File: config.mk
export PLATFORM = sky130hd
export DESIGN_NAME = ram_port_arbiter
export DESIGN_NICKNAME = d
export VERILOG_FILES = /design/src/rtl/ram_ctrl_pkg.sv /design/src/rtl/rr_select.sv /design/src/rtl/ram_port_arbiter.sv
export SDC_FILE = /design/constraint.sdc
export NUM_CORES = 1
export LEC_CHECK = 0
export BUFFER_PORTS_ARGS = -buffer_cell sky130_fd_sc_hd__buf_2
export CORE_MARGIN = 1.5
export CORE_UTILIZATION = 45
export DETAILED_ROUTE_END_ITERATION = 10
export PLACE_DENSITY_LB_ADDON = 0.3
export SLEW_MARGIN = 20
export SYNTH_ARGS = -nofsm -noshare
export SYNTH_HDL_FRONTEND = slang
export SYNTH_SLANG_ARGS = --single-unit
File: constraint.sdc
create_clock -name clock -period 2.8 [get_ports clock]
set_input_delay 0.14 -clock clock [delete_from_list [all_inputs] [get_ports clock]]
set_output_delay 0.14 -clock clock [all_outputs]
set_load 0.01 [all_outputs]
File: src/rtl/ram_ctrl_pkg.sv
// Shared definitions for the single-port RAM controller blocks.
// Holds the arbiter FSM encoding and default bus widths.
package ram_ctrl_pkg;

   typedef enum logic [1:0] {
      IDLE  = 2'd0,
      ISSUE = 2'd1,
      RESP  = 2'd2
   } arb_state_t;

   localparam int DEF_NUM_REQ    = 3;
   localparam int DEF_ADDR_WIDTH = 8;
   localparam int DEF_DATA_WIDTH = 8;

   function automatic int ptr_width(input int n);
      return (n > 1) ? $clog2(n) : 1;
   endfunction

endpackage

File: src/rtl/rr_select.sv
// Round-robin pick: first set req bit at or above pointer, wrapping to 0.
// Latency: combinational. Backpressure: none, the caller decides when to use the winner.
// Winner is all-zero when no req bit is set.
module rr_select
   import ram_ctrl_pkg::*;
#(
   parameter int NUM_REQ = DEF_NUM_REQ,
   parameter int PTR_W   = ptr_width(DEF_NUM_REQ)
) (
   input  logic [NUM_REQ-1:0] req,
   input  logic [PTR_W-1:0]   pointer,
   output logic [NUM_REQ-1:0] winner
);

   logic             found;
   logic [PTR_W-1:0] idx;

   always_comb begin
      winner = '0;
      found  = 1'b0;
      idx    = '0;
      for (int i = 0; i < NUM_REQ; i++) begin
         idx = PTR_W'((int'(pointer) + i) % NUM_REQ);
         if (!found && req[idx]) begin
            winner[idx] = 1'b1;
            found       = 1'b1;
         end
      end
   end

endmodule

File: src/rtl/ram_port_arbiter.sv
// Shares one RAM port among NUM_REQ requesters, round-robin, one access at a time.
// Latency: grant 1 cycle after req is seen, rd_valid 1 cycle after grant for reads.
// Backpressure: req is a level held until grant; requests are only sampled in IDLE.
module ram_port_arbiter
   import ram_ctrl_pkg::*;
#(
   parameter int NUM_REQ    = DEF_NUM_REQ,
   parameter int ADDR_WIDTH = DEF_ADDR_WIDTH,
   parameter int DATA_WIDTH = DEF_DATA_WIDTH
) (
   input  logic                          clock,
   input  logic                          reset_n,
   input  logic [NUM_REQ-1:0]            req,
   input  logic [NUM_REQ-1:0]            req_write_enable,
   input  logic [NUM_REQ*ADDR_WIDTH-1:0] req_address,
   input  logic [NUM_REQ*DATA_WIDTH-1:0] req_data_in,
   output logic [NUM_REQ-1:0]            grant,
   output logic [NUM_REQ-1:0]            rd_valid,
   output logic [DATA_WIDTH-1:0]         rd_data,
   output logic                          ram_write_enable,
   output logic [ADDR_WIDTH-1:0]         ram_address,
   output logic [DATA_WIDTH-1:0]         ram_data_in,
   input  logic [DATA_WIDTH-1:0]         ram_data_out
);

   localparam int PTR_W = ptr_width(NUM_REQ);

   arb_state_t           state;
   logic [PTR_W-1:0]     rr_ptr;
   logic [NUM_REQ-1:0]   win_oh;
   logic                 win_we;

   logic [NUM_REQ-1:0]   sel_oh;
   logic [PTR_W-1:0]     sel_idx;
   logic [PTR_W-1:0]     next_ptr;
   logic                 sel_we;
   logic [ADDR_WIDTH-1:0] sel_addr;
   logic [DATA_WIDTH-1:0] sel_data;

   rr_select #(
      .NUM_REQ (NUM_REQ),
      .PTR_W   (PTR_W)
   ) u_rr_select (
      .req     (req),
      .pointer (rr_ptr),
      .winner  (sel_oh)
   );

   // One-hot mux of the winner's fields; constant slices keep indexing simple.
   always_comb begin
      sel_idx  = '0;
      sel_we   = 1'b0;
      sel_addr = '0;
      sel_data = '0;
      for (int i = 0; i < NUM_REQ; i++) begin
         if (sel_oh[i]) begin
            sel_idx  = PTR_W'(i);
            sel_we   = req_write_enable[i];
            sel_addr = req_address[i*ADDR_WIDTH +: ADDR_WIDTH];
            sel_data = req_data_in[i*DATA_WIDTH +: DATA_WIDTH];
         end
      end
   end

   assign next_ptr = (sel_idx == PTR_W'(NUM_REQ - 1)) ? '0 : sel_idx + PTR_W'(1);

   // The RAM output register is only meaningful in RESP, so it is gated to the pulse.
   assign rd_data = (|rd_valid) ? ram_data_out : '0;

   always_ff @(posedge clock or negedge reset_n) begin
      if (!reset_n) begin
         state            <= IDLE;
         rr_ptr           <= '0;
         win_oh           <= '0;
         win_we           <= 1'b0;
         grant            <= '0;
         rd_valid         <= '0;
         ram_write_enable <= 1'b0;
         ram_address      <= '0;
         ram_data_in      <= '0;
      end else begin
         case (state)
            IDLE: begin
               rd_valid <= '0;
               if (|req) begin
                  state            <= ISSUE;
                  grant            <= sel_oh;
                  win_oh           <= sel_oh;
                  win_we           <= sel_we;
                  ram_write_enable <= sel_we;
                  ram_address      <= sel_addr;
                  ram_data_in      <= sel_data;
                  rr_ptr           <= next_ptr;
               end
            end
            ISSUE: begin
               grant            <= '0;
               ram_write_enable <= 1'b0;
               if (win_we) begin
                  state <= IDLE;
               end else begin
                  state    <= RESP;
                  rd_valid <= win_oh;
               end
            end
            RESP: begin
               rd_valid <= '0;
               state    <= IDLE;
            end
            default: begin
               grant            <= '0;
               rd_valid         <= '0;
               ram_write_enable <= 1'b0;
               state            <= IDLE;
            end
         endcase
      end
   end

endmodule

==> reports/metrics.cfg <==
[synth]
synthFlopType=dfrtp_1
synth_nets=280
synth_cell_types=37
synth_area_mm2=0.00191
syn_avg_cell_area_um2=9.01
synthArstFlopShare_pct=100
synth_edf_count=0
syn_inst=212
ys_seq_elements=31
synth_seq_area_share_pct=40.6
ys_warn_count=0

[timing]
final.min_clock_period_ns=2.56
period_share_pct=91.5
slew-limit-headroom_pct=47.1
finalSetupTns_ns=0
finalMaxSlewViolations=0
worst_slew_pin_slew_ns=0.792
setup_viol=0
hold_viol=0
rsz0062_at_grt=no
layout_setup_ws_ns=0.237
max_freq_ghz=0.390
finalClockSkew_ns=0.00598

[final_layout]
nNetsFinal=371
antenna_cells=0
fin_util_pct=61.6
syn_to_final_growth_pct=30.1
fin_cells=353
drive_above_1_share_pct=41.3

[clock_tree]
cts_setup_buffers=0
clk-insertion-delay-late_ns=0.28
cts.sinks=31
clockRootBuffer=clkbuf_8
cts_made_buffers=5
clockBufferDepth=2
path_clk_slew_ns=0.06
cts_tree=built
htreeDepth=2

[die]
start_util_pct=47.4
die_w_um=68.1
die_area_mm2=0.00464
core_mm2=0.00403
num_rows=23
die_h_um=68.1
ios=95

[detailed_routing]
drc=0
wire_per_inst_um=13.6
via_per_inst=5.30
dr.first_iter.drc_count=92
vias=1872
drt_wl_total_mm=4.80
ant_nets=0
first_pass_iters=4

[global_routing]
grt_max_degree=32
antenna_found_initial=0
grt_pass1_vias=1702
grt_pass1_wl_mm=7.65
grt_overflow=0
grtUsageTotal_pct=21.8

[hold_path]
hold_path.class=in -> reg

[critical_path]
r2r_cells=8
end_kind=flop
worstSetupPathType=reg -> reg
r2r-end=ram_data_in[3]
path_cells=inv_1, ha_2, nand2b_2, mux2_4, a211oi_2, o21a_2, nand3_4, o2111ai_1
cp_data_required_time_ns=2.99
r2r_slack_ns=0.24
path_max_fanout=16
reg2reg_from=rr_ptr[1]
crit_path_end=ram_data_in[3]
slowest_delay_ns=0.40
crit_arrival_ns=2.75
cpMaxStageDelayCell=dfrtp_1
crit_start=rr_ptr[1]
startpoint_type=flop

[job]
maxCapViolCount=0

[power]
pwr_density_cell_mw_per_mm2=1150
peakVddDrop_uv=601
p_leak_nw=1.32
total_power_mw=2.86

[status]
status=finished clean

[placement]
gp_congestion=0.933
hpwl_mm=3.61
post-place-ws_ns=0.108
io_buffers=94
dp_cells=345

critical path: cells and delay by family, from the launching register on:
family,cells,cell delay (ns)
muxes,1,0.30
buffers and inverters,1,0.10
and+or+nand+nor,2,0.47
adders and majority gates,1,0.32
AOI/OAI and AO/OA,3,0.88
DFF,1,0.40
layout make-up:
| type | count | area [um^2] |
|---|---|---|
| clock buffer | 6 | 82.6 |
| clock inverter | 1 | 5.00 |
| fill | 383 | 1550 |
| inverter | 23 | 86.3 |
| multi-input combinational | 144 | 968 |
| sequential | 31 | 776 |
| tap | 50 | 62.6 |
| timing repair buffer | 98 | 503 |
flip-flops by register name (all words and copies together), names as in the netlist:
| name | flops |
|---|---|
| grant | 3 |
| ram_address | 8 |
| ram_data_in | 8 |
| ram_write_enable | 1 |
| rd_valid | 3 |
| rr_ptr | 2 |
| state | 2 |
| win_oh | 3 |
| win_we | 1 |
timing repair:
| action | in CTS | in global routing |
|---|---|---|
| setup endpoints to repair | 0 | 16 |
| hold buffers | 1 | 0 |
| endpoints found under the hold margin | 31 | 0 |
| gates resized for setup | 0 | 1 |
through the flow:
step / hold slack (ns) / cell area, um^2
floorplan: -0.156 / 1910
global placement: 0.216 / 2380
detailed placement: 0.220 / 2380
CTS: 0.0889 / 2480
global route: 0.0924 / 2480
finish: 0.0949 / 2480
synth_stat cells, types with 2 or more instances:
library cell  count  share of area, %
a22o_1            2              0.92
inv_1            21               4.1
nor3b_1           2              0.79
nor2b_1          11               3.6
clkbuf_1          5              0.98
a221o_1           2               1.0
ha_1              4               2.6
inv_2             2              0.39
dfrtp_1          31                41
o21ai_0           5               1.3
nand3_1          33               8.7
a21oi_1           4               1.0
o2111ai_2        10               7.9
buf_2             5               1.3
nand2_1          30               5.9
a22oi_1           2              0.79
nor3_1            3              0.79
nor2_1            7               1.4
buf_6             3               1.8
a211oi_2          2               1.3
mux2i_1           4               2.1
nand2b_1          4               1.3
o2111ai_1         6               2.8
kinds of logic (layout without fill, tap and decap cells):
logic type,count (synthesis),after routing,synth area share [%]
simple gates,97,97,25.5
compound gates,38,38,19.6
buf+inv,37,128,8.78
flops,31,31,40.6
fa+ha+maj,4,4,2.62
mux,5,5,2.88
worst min path at each step:
stage | from | to | slack, ns | cells after the start
2_1_floorplan | reset_n | grant[0] | -0.16 | 0
3_3_place_gp | reset_n | rd_valid[2] | 0.22 | 1
3_5_place_dp | reset_n | rd_valid[2] | 0.22 | 1
4_1_cts | req_data_in[16] | ram_data_in[0] | 0.09 | 3
5_1_grt | req_data_in[16] | ram_data_in[0] | 0.09 | 3
6_report | req_address[17] | ram_address[1] | 0.09 | 3
placed cells by master, fill, tap and decap left out, types with 2 or more instances in the layout:
cell type / count
a211oi_2: 2
clkbuf_8: 6
buf_4: 3
nand2_1: 30
a22oi_1: 2
inv_1: 21
nor2_1: 7
nand3_1: 33
a221o_1: 2
nor3b_1: 2
o2111ai_1: 6
inv_2: 2
o21ai_0: 5
o2111ai_2: 10
a21oi_1: 4
mux2i_1: 4
a22o_1: 2
nor3_1: 3
nor2b_1: 11
dfrtp_1: 31
buf_2: 94
ha_1: 3
nand2b_1: 4
layer usage:
layer / up-vias / track usage (%) / part of all wire (%)
met5: - / 0 / 0
met4: 0 / 7.25 / 1.3
met3: 5 / 3.95 / 6.6
met2: 70 / 38.3 / 50
met1: 876 / 26.9 / 42
li1: 921 / - / -
power by group:
group / internal (mW) / total, mW / switching (mW)
registers: 0.649 / 0.759 / 0.111
logic: 0.696 / 1.75 / 1.05
clock network: 0.192 / 0.353 / 0.161
total: 1.54 / 2.86 / 1.32
No activity file was read; power rests on OpenSTA's default activity.
